## config.mk

```make
export PLATFORM = sky130hd
export DESIGN_NAME = req_encoder_rr_flat
export DESIGN_NICKNAME = d
export VERILOG_FILES = /design/src/rtl/req_encoder_rr_pkg.sv /design/src/rtl/req_encoder_rr_if.sv /design/src/rtl/req_encoder_rr_pick.sv /design/src/rtl/req_encoder_rr.sv /design/src/flat_wrapper.sv
export SDC_FILE = /design/constraint.sdc
export NUM_CORES = 1
export LEC_CHECK = 0
export CORE_MARGIN = 4
export CORE_UTILIZATION = 61
export DETAILED_ROUTE_END_ITERATION = 8
export PLACE_DENSITY = 0.88
export SLEW_MARGIN = 40
export SYNTH_ARGS = -nofsm -noshare
export SYNTH_HDL_FRONTEND = slang
export SYNTH_HIERARCHICAL = 1
export SYNTH_SLANG_ARGS = --single-unit
export TNS_END_PERCENT = 1
```

## constraint.sdc

```tcl
create_clock -name CLK -period 11.7 [get_ports CLK]
set_clock_uncertainty 0.2 [all_clocks]
set_input_delay 1.17 -clock CLK [delete_from_list [all_inputs] [get_ports CLK]]
set_output_delay 1.17 -clock CLK [all_outputs]
set_load 0.01 [all_outputs]
```

## src/rtl/req_encoder_rr_pkg.sv

```systemverilog
// Shared constants for the request encoder / arbiter family.
// FSM encodings are plain constants so older blocks can reuse them.
package req_encoder_rr_pkg;

    localparam int N_DEF     = 16;
    localparam int IDX_W_DEF = 4;

    // Same base one-hot the 4-to-16 decoder shifts by its index.
    localparam logic [N_DEF-1:0] ONE_HOT_LSB = 16'h0001;

    localparam logic [0:0] IDLE  = 1'b0;
    localparam logic [0:0] GRANT = 1'b1;

endpackage

```

## src/rtl/req_encoder_rr_if.sv

```systemverilog
// Request/grant bundle between event sources, encoder and consumer.
// master drives requests and acknowledge; slave is the encoder.
interface req_encoder_rr_if
    import req_encoder_rr_pkg::*;
#(
    parameter int N     = N_DEF,
    parameter int IDX_W = IDX_W_DEF
);

    logic [N-1:0]     IN;
    logic [IDX_W-1:0] OUT;
    logic             VALID;
    logic             ACK;
    logic [N-1:0]     PENDING;

    modport master (
        output IN,
        output ACK,
        input  OUT,
        input  VALID,
        input  PENDING
    );

    modport slave (
        input  IN,
        input  ACK,
        output OUT,
        output VALID,
        output PENDING
    );

endinterface

```

## src/rtl/req_encoder_rr_pick.sv

```systemverilog
// Combinational rotating-priority picker: first set bit at or after ptr.
// mode=0 forces the scan base to 0, giving lowest-index-wins.
module rr_pick
    import req_encoder_rr_pkg::*;
#(
    parameter int N     = N_DEF,
    parameter int IDX_W = IDX_W_DEF
) (
    input  logic [N-1:0]     mask,
    input  logic [IDX_W-1:0] ptr,
    input  logic             mode,
    output logic             any,
    output logic [IDX_W-1:0] idx
);

    logic [IDX_W-1:0] base;
    logic [2*N-1:0]   dbl;
    logic [N-1:0]     rot;
    logic [IDX_W-1:0] off;
    logic [IDX_W:0]   sum;

    assign base = mode ? ptr : '0;
    assign dbl  = {mask, mask} >> base;
    assign rot  = dbl[N-1:0];
    assign any  = |mask;

    // Lowest set bit of the rotated mask is the offset from base.
    always_comb begin
        off = '0;
        for (int i = N - 1; i >= 0; i--) begin
            if (rot[i]) off = IDX_W'(i);
        end
    end

    assign sum = {1'b0, base} + {1'b0, off};
    assign idx = (sum >= (IDX_W+1)'(N))
               ? IDX_W'(sum - (IDX_W+1)'(N))
               : sum[IDX_W-1:0];

endmodule

```

## src/rtl/req_encoder_rr.sv

```systemverilog
// Sticky request latch plus single-grant arbiter with VALID/ACK output.
// Returns the index of one pending request; the bit clears on ACK.
module req_encoder_rr
    import req_encoder_rr_pkg::*;
#(
    parameter int N           = N_DEF,
    parameter int IDX_W       = IDX_W_DEF,
    parameter int ROUND_ROBIN = 1
) (
    input  logic             CLK,
    input  logic             RST_N,
    req_encoder_rr_if.slave  bus
);

    if (IDX_W != $clog2(N)) begin : g_bad_width
        $error("req_encoder_rr: IDX_W must equal clog2(N)");
    end

    localparam logic [N-1:0] ONE = N'(ONE_HOT_LSB);
    localparam logic         RR  = (ROUND_ROBIN != 0);

    logic [0:0]       state;
    logic [N-1:0]     pend;
    logic [IDX_W-1:0] out_q;
    logic [IDX_W-1:0] ptr;
    logic [IDX_W-1:0] ptr_nxt;
    logic [IDX_W:0]   inc;
    logic             fire;
    logic [N-1:0]     clr_mask;
    logic [N-1:0]     pend_nxt;
    logic [N-1:0]     sel_mask;
    logic             pick_any;
    logic [IDX_W-1:0] pick_idx;

    assign fire     = (state == GRANT) && bus.ACK;
    assign clr_mask = fire ? (ONE << out_q) : '0;
    // A same-cycle request re-sets a bit being cleared.
    assign pend_nxt = (pend & ~clr_mask) | bus.IN;
    // On ACK the follow-on grant sees the cleared bit and new requests.
    assign sel_mask = fire ? pend_nxt : pend;

    assign inc     = {1'b0, out_q} + (IDX_W+1)'(1);
    assign ptr_nxt = (fire && RR)
                   ? ((inc == (IDX_W+1)'(N)) ? '0 : inc[IDX_W-1:0])
                   : ptr;

    rr_pick #(
        .N     (N),
        .IDX_W (IDX_W)
    ) u_pick (
        .mask (sel_mask),
        .ptr  (ptr_nxt),
        .mode (RR),
        .any  (pick_any),
        .idx  (pick_idx)
    );

    assign bus.OUT     = out_q;
    assign bus.VALID   = (state == GRANT);
    assign bus.PENDING = pend;

    // Pending latch, rotation pointer and IDLE/GRANT handshake FSM.
    always_ff @(posedge CLK) begin
        if (!RST_N) begin
            pend  <= '0;
            out_q <= '0;
            ptr   <= '0;
            state <= IDLE;
        end else begin
            pend <= pend_nxt;
            ptr  <= ptr_nxt;
            unique case (1'b1)
                (state == IDLE): begin
                    if (pick_any) begin
                        out_q <= pick_idx;
                        state <= GRANT;
                    end
                end
                (state == GRANT): begin
                    if (bus.ACK) begin
                        if (pick_any) out_q <= pick_idx;
                        else          state <= IDLE;
                    end
                end
                default: state <= IDLE;
            endcase
        end
    end

endmodule

```

## src/flat_wrapper.sv

```systemverilog
// flat-port wrapper written by rule: the top's interface ports become plain ports
module req_encoder_rr_flat import req_encoder_rr_pkg::*;
#(
    parameter int N           = N_DEF,
    parameter int IDX_W       = IDX_W_DEF,
    parameter int ROUND_ROBIN = 1
)
  (CLK, RST_N, bus_IN, bus_ACK, bus_OUT, bus_VALID, bus_PENDING);
  req_encoder_rr_if #(.N(N), .IDX_W(IDX_W)) bus_i ();
  input  logic CLK;
  input  logic RST_N;
  input wire logic [$bits(bus_i.IN)-1:0] bus_IN;
  input wire logic [$bits(bus_i.ACK)-1:0] bus_ACK;
  output wire logic [$bits(bus_i.OUT)-1:0] bus_OUT;
  output wire logic [$bits(bus_i.VALID)-1:0] bus_VALID;
  output wire logic [$bits(bus_i.PENDING)-1:0] bus_PENDING;
  assign bus_i.IN = bus_IN;
  assign bus_i.ACK = bus_ACK;
  assign bus_OUT = bus_i.OUT;
  assign bus_VALID = bus_i.VALID;
  assign bus_PENDING = bus_i.PENDING;
  req_encoder_rr #(.N(N), .IDX_W(IDX_W), .ROUND_ROBIN(ROUND_ROBIN)) u_core (.CLK(CLK), .RST_N(RST_N), .bus(bus_i));
endmodule
```

* After elaboration in Yosys (flattened, before gate mapping)
Index checks and enable logic that the tools add are counted.
** Storage, ports and cells
- Bits in registers :: 25
- Bits in latches :: 0
- Memory bits (writable) :: 0
- Bits in read-only memories :: 0
- Bits of input ports :: 19
- Output and inout port bits :: 21
- Word-level logic and storage cells :: 45
- Memories kept :: 0
** Cells by class
- Add/subtract/negate cells :: 3
- Multiply operators :: 0
- Div/mod/pow operators :: 0
- $lt $le $gt $ge :: 1
- Eq/ne operators :: 2
- Shift-type cells :: 2
- Mux-type cells :: 27
- Bitwise logic cells :: 4
- Reduce and logical (&&, ||, !) cells :: 2
** Operators by type and width (number)
- 4-bit two-way mux :: 21
- 16-bit two-way mux :: 2
- 32-bit by 4-bit >> shifter with 16-bit output :: 1
- 16-bit bitwise AND :: 1
- 16-bit NOT :: 1
- 16-bit bitwise OR :: 1
- 16-bit OR reduction :: 1
- 1-bit by 4-bit left shift with 16-bit output (first input constant) :: 1
- 4-bit case mux with 2 select lines :: 1
- 4-bit by 1-bit adder with 5-bit output (second input constant) :: 1
- 4-bit by 4-bit adder with 5-bit output :: 1
- 5-bit equality test (second input constant) :: 1
- 5-bit >= comparator (second input constant) :: 1
- 4-bit by 1-bit subtractor with 4-bit output (second input constant) :: 1
- 1-bit two-way mux :: 2
- 2-bit inequality test (second input constant) :: 1
- 1-bit case mux with 2 select lines :: 1
- 1-bit logical AND :: 1
- 1-bit NOT :: 1

* Logic depth before layout (Yosys ltp)
- Depth in word-level cells :: 29
- Depth in mapped cells :: 22
- Mapped depth without buffers :: 19

* Cells and area by module
Netlist, hierarchy kept.
** Modules (own cells, without submodules)
- rr_pick :: instances 1, cells each 209, area each 1634.1 µm², seq. area each 0.0 µm²
- req_encoder_rr :: instances 1, cells each 160, area each 1285.0 µm², seq. area each 500.5 µm²

* Worst setup path after synthesis
OpenSTA, ideal clock, no wires.
- Kind :: input-to-reg
- Start point :: input bus_ACK
- End point :: register u_core.out_q[3] (netlist: u_core/bus.OUT[3])
- Library setup time :: 76 ps
- Arrival time :: 4468 ps
- Required time :: 11424 ps
- Path slack :: 6957 ps
- Stages :: 20
- Buffers on the path :: 4
- Cells stage by stage :: and2_4 buf_6 mux2_4 buf_4 and3b_1 buf_2 buf_6 o2bb2ai_1 a221o_1 a32oi_1 nor2b_1 o311ai_1 a31oi_1 ha_1 a21o_1 a21oi_1 xnor2_1 xnor2_1 nand3_1 a21boi_0
** Between the ends
- Elaborated cells on any way between the ends :: 33
- Classes of those cells :: add/sub: 2; order compare: 1; eq/ne: 1; shift: 1; mux: 23; bitwise: 3; reduce/logical: 2
** RTL lines
- start, declared :: RTL line flat_wrapper.sv:13 : input wire logic [$bits(bus_i.ACK)-1:0] bus_ACK;
- 1-bit logical AND (*) :: RTL line req_encoder_rr.sv:35 : assign fire = (state == GRANT) && bus.ACK;
- 4-bit two-way mux (*) :: RTL line req_encoder_rr.sv:44 : ? ((inc == (IDX_W+1)'(N)) ? '0 : inc[IDX_W-1:0])
- named net u_core.ptr_nxt[0] :: RTL line req_encoder_rr.sv:26 : logic [IDX_W-1:0] ptr_nxt;
- 32-bit by 4-bit >> shifter with 16-bit output :: RTL line req_encoder_rr_pick.sv:23 : assign dbl = {mask, mask} >> base;
- 4-bit two-way mux (16 in series) :: RTL line req_encoder_rr_pick.sv:31 : if (rot[i]) off = IDX_W'(i);
- 4-bit by 4-bit adder with 5-bit output (*) :: RTL line req_encoder_rr_pick.sv:35 : assign sum = {1'b0, base} + {1'b0, off};
- 4-bit by 1-bit subtractor with 4-bit output / 5-bit >= comparator (equally long branches) :: RTL line req_encoder_rr_pick.sv:37, req_encoder_rr_pick.sv:36
- 4-bit two-way mux (*) :: RTL line req_encoder_rr_pick.sv:37 : ? IDX_W'(sum - (IDX_W+1)'(N))
- named net u_core.pick_idx[3] :: RTL line req_encoder_rr.sv:33 : logic [IDX_W-1:0] pick_idx;
- 4-bit two-way mux (*) :: RTL line req_encoder_rr.sv:74, req_encoder_rr.sv:81
- 4-bit two-way mux :: RTL line req_encoder_rr.sv:80 : if (bus.ACK) begin
- 4-bit case mux with 2 select lines (*) :: RTL line req_encoder_rr.sv:72 : unique case (1'b1)
- end signal, assigned :: RTL line req_encoder_rr.sv:75 : out_q <= pick_idx;
- end signal, assigned :: RTL line req_encoder_rr.sv:81 : if (pick_any) out_q <= pick_idx;
- end, declared :: RTL line req_encoder_rr.sv:24 : logic [IDX_W-1:0] out_q;
The timed path passes the listed nets; every way through them passes the cells marked *. The select of a mux whose other input is x is not followed.
A chain may end at the register's enable or synchronous reset.

* Worst setup path after layout
Same ends and word-level chain as after synthesis.

==> reports/metrics.csv <==
metric,value,unit
antenna_found_initial,0,
crit_top_cell,xnor2_1,
worst_pin_slew,0.746,ns
seq_area_frac_synth,0.171,
postSynthCellCount,369,
syn_area,0.00292,mm^2
cp_cell_sequence,"clkdlybuf4s50_1, and2_4, mux2i_1, and3b_1, a22o_1, a211o_1, a32oi_1, nor2b_1, o311ai_1, a31oi_1, ha_1, a21o_1, a21oi_1, xnor2_1, xnor2_1, nand3_1, a21boi_0",
clock.fmax,0.168,GHz
crit_slowest_cell,mux2i_1,
finalPower,458,uW
postLayoutCoreUtil,0.727,
synth_area_leader_cell,dfxtp_1,
grt_pass1_vias,2902,
drv_cap,0,
p_int,247,uW
numCtsBuffers,3,
hpwl,6270,um
post_drt_wl_per_cell,19.2,um
row_count,24,
synth_edf_count,0,
multi_input_area,0.00218,mm^2
yosysMostFrequentCell,nand2_1,
hold_buffers,0,
design_area,0.00328,mm^2
core,0.00450,mm^2
pwr-share-comb,0.655,
totalWireLength,8490,um
ys.flop_type,dfxtp_1,
post_dp_cell_area,0.00323,mm^2
initial_core_util,0.648,
period_needed,5.95,ns
h-tree-depth,1,
cp.arrival,5.95,ns
synthTopCellsByCount,"33 x nand2_1, 25 x dfxtp_1, 25 x inv_1",
grt_setup_unrepaired,false,
ys_ff_latch,25,
max_stage_delay,0.69,ns
powerDensity,140,mW/mm^2
pwr-share-clk,0.113,
finalSetupTns,0,ns
yosysUniqueCellTypes,63,
via_per_inst,6.87,
antenna_left,0,
hp-class,reg2reg,
die-area,0.00596,mm^2
crit_path_start_kind,primary input,
netSwitchingPower,212,uW
worst-path-max-fanout,28,
grt_start_max_net_pins,44,
fin_crit_sh,0.508,
async_flop_share,0,
drc,0,
area.growth.synth_to_final,12.2,%
setup_viol,0,
cts_setup_buffers,0,
critPathBufInv,1,
clkTransAtPathRegs,0.09,ns
num-nets-final,421,
ios,40,
cp-end-kind,flip-flop,
syn_area_per_cell,7.91,um^2
grt_pass1_wl,14100,um
insertion_delay,0.27,ns
cts_resized,0,
die-width,77.2,um
cts.sinks,25,
port_buffers,39,
slew_headroom,0.489,
gp_congestion,0.960,
antenna_cells,0,
swShare,0.462,
num-fill-cells,373,
seqCellArea,500,um^2
layout-drive-gt1-share,0.0692,
cts_buffer_depth,2,
grt_usage,0.285,
dr.pass1.iters,5,
status,finished clean,
vdd_drop_max,133,uV
grt_overflow,0,
yosysWarnings,6,
maxSlewViolCount,0,
root_buffer,clkbuf_8,
crit_type,in2reg,
die_h,77.2,um
synth_top_area_share,0.171,
path_delay_family,compound AO/OA/AOI/OAI gates,
p_leak,1.33,nW
synthTopCellsByArea,"dfxtp_1 17%, mux2i_1 7.2%, a21boi_0 4.9%",
cp.required,11.70,ns
p_seq_frac,0.232,
hold_viol,0,
cts_tree,yes,
drt_iter0_drc,332,
dr_total_vias,3035,
## flip-flops by register name, summed over array words and instances (netlist names)
signal and count:
u_core/bus.PENDING 16, u_core/ptr 4, u_core/bus.OUT 4, u_core/bus.VALID 1
## per-layer routing
metal / up-vias / GRT usage / wire length [um]
li1: 1412 / - / -
met1: 1426 / 0.384 / 3660
met2: 173 / 0.475 / 4060
met3: 24 / 0.0316 / 595
met4: 0 / 0.0854 / 177
met5: - / 0 / 0
## worst register-to-register path, cell delays in order, from the launching register on
cell	delay [ns]
dfxtp_1	0.40
ha_1	0.28
ha_1	0.32
nand4_1	0.10
nor2_1	0.27
o22ai_4	0.09
buf_4	0.30
nand2_1	0.44
o22ai_1	0.15
a211o_1	0.41
a32oi_1	0.32
nor2b_1	0.08
o311ai_1	0.33
a31oi_1	0.15
ha_1	0.30
a21o_1	0.17
a21oi_1	0.17
xnor2_1	0.16
xnor2_1	0.15
nand3_1	0.09
a21boi_0	0.15
## cells in the final DEF, fill, tap and decap left out, types with 5 or more instances in the layout
cell type        synthesis  final
a31oi_1                  7      7
a21oi_1                  8      8
nand2_1                 33     33
a211o_1                  7      7
nand3_1                 15     15
a21o_1                   6      6
ha_1                    10     10
and3_1                   5      5
o21a_1                   6      6
and3b_1                  7      7
o2bb2ai_1               10     10
dfxtp_1                 25     25
a22o_1                   7      7
a211oi_1                 5      5
o22ai_1                 11     10
clkdlybuf4s50_1          0     38
mux4_2                   6      6
nand2b_1                 5      5
inv_1                   25     25
o21ai_0                 24     24
nor2_1                  19     18
mux2i_1                 21     21
a21boi_0                19     19
## layout make-up
cell class                      instances  area share
Multi-Input combinational cell        296       0.665
Sequential cell                        25       0.153
Clock buffer                            3      0.0126
Clock inverter                          1     0.00153
Timing Repair Buffer                   40       0.120
Inverter                               25      0.0286
Tap cell                               52      0.0199
## through the flow
step | instances | hold WS (ns) | setup WS, ns
global placement | 438 | 0.254 | 5.68
floorplan | 372 | 0.246 | 6.96
CTS | 442 | 0.315 | 5.84
detailed placement | 438 | 0.302 | 5.57
finish | 442 | 0.327 | 5.75
global route | 442 | 0.338 | 5.45
## power groups by stage
| stage | Sequential, mW | Clock [mW] | Combinational, mW |
|---|---|---|---|
| 3_3_place_gp | 0.107 | 0 | 0.289 |
| 2_1_floorplan | 0.108 | 0 | 0.227 |
| 3_5_place_dp | 0.108 | 0 | 0.291 |
| 6_report | 0.106 | 0.0517 | 0.300 |
| 5_1_grt | 0.107 | 0.0565 | 0.326 |
| 4_1_cts | 0.106 | 0.0523 | 0.293 |
## cells by family (layout without fill, tap and decap cells)
group,count (synthesis),count (layout),share of synthesized area
fa+ha+maj,11,11,0.0497
flops,25,25,0.171
xor+xnor,4,4,0.0120
compound gates,133,133,0.326
other cells,1,4,0.00128
simple gates,111,111,0.197
buf+inv,51,69,0.0922
mux,33,33,0.150
## final timing paths
| check | from | to | slack, ns | cells past startpoint |
|---|---|---|---|---|
| max | bus_ACK | u_core/bus.OUT[3]$_SDFFE_PN0P_ | 5.75 | 17 |
| min | u_core/ptr[1]$_SDFF_PN0_ | u_core/ptr[1]$_SDFF_PN0_ | 0.33 | 2 |
| max reg2reg | u_core/bus.OUT[0]$_SDFFE_PN0P_ | u_core/bus.OUT[3]$_SDFFE_PN0P_ | 6.61 | 20 |
| min reg2reg | u_core/ptr[1]$_SDFF_PN0_ | u_core/ptr[1]$_SDFF_PN0_ | 0.33 | 2 |
(Power assumes the default switching activity.)
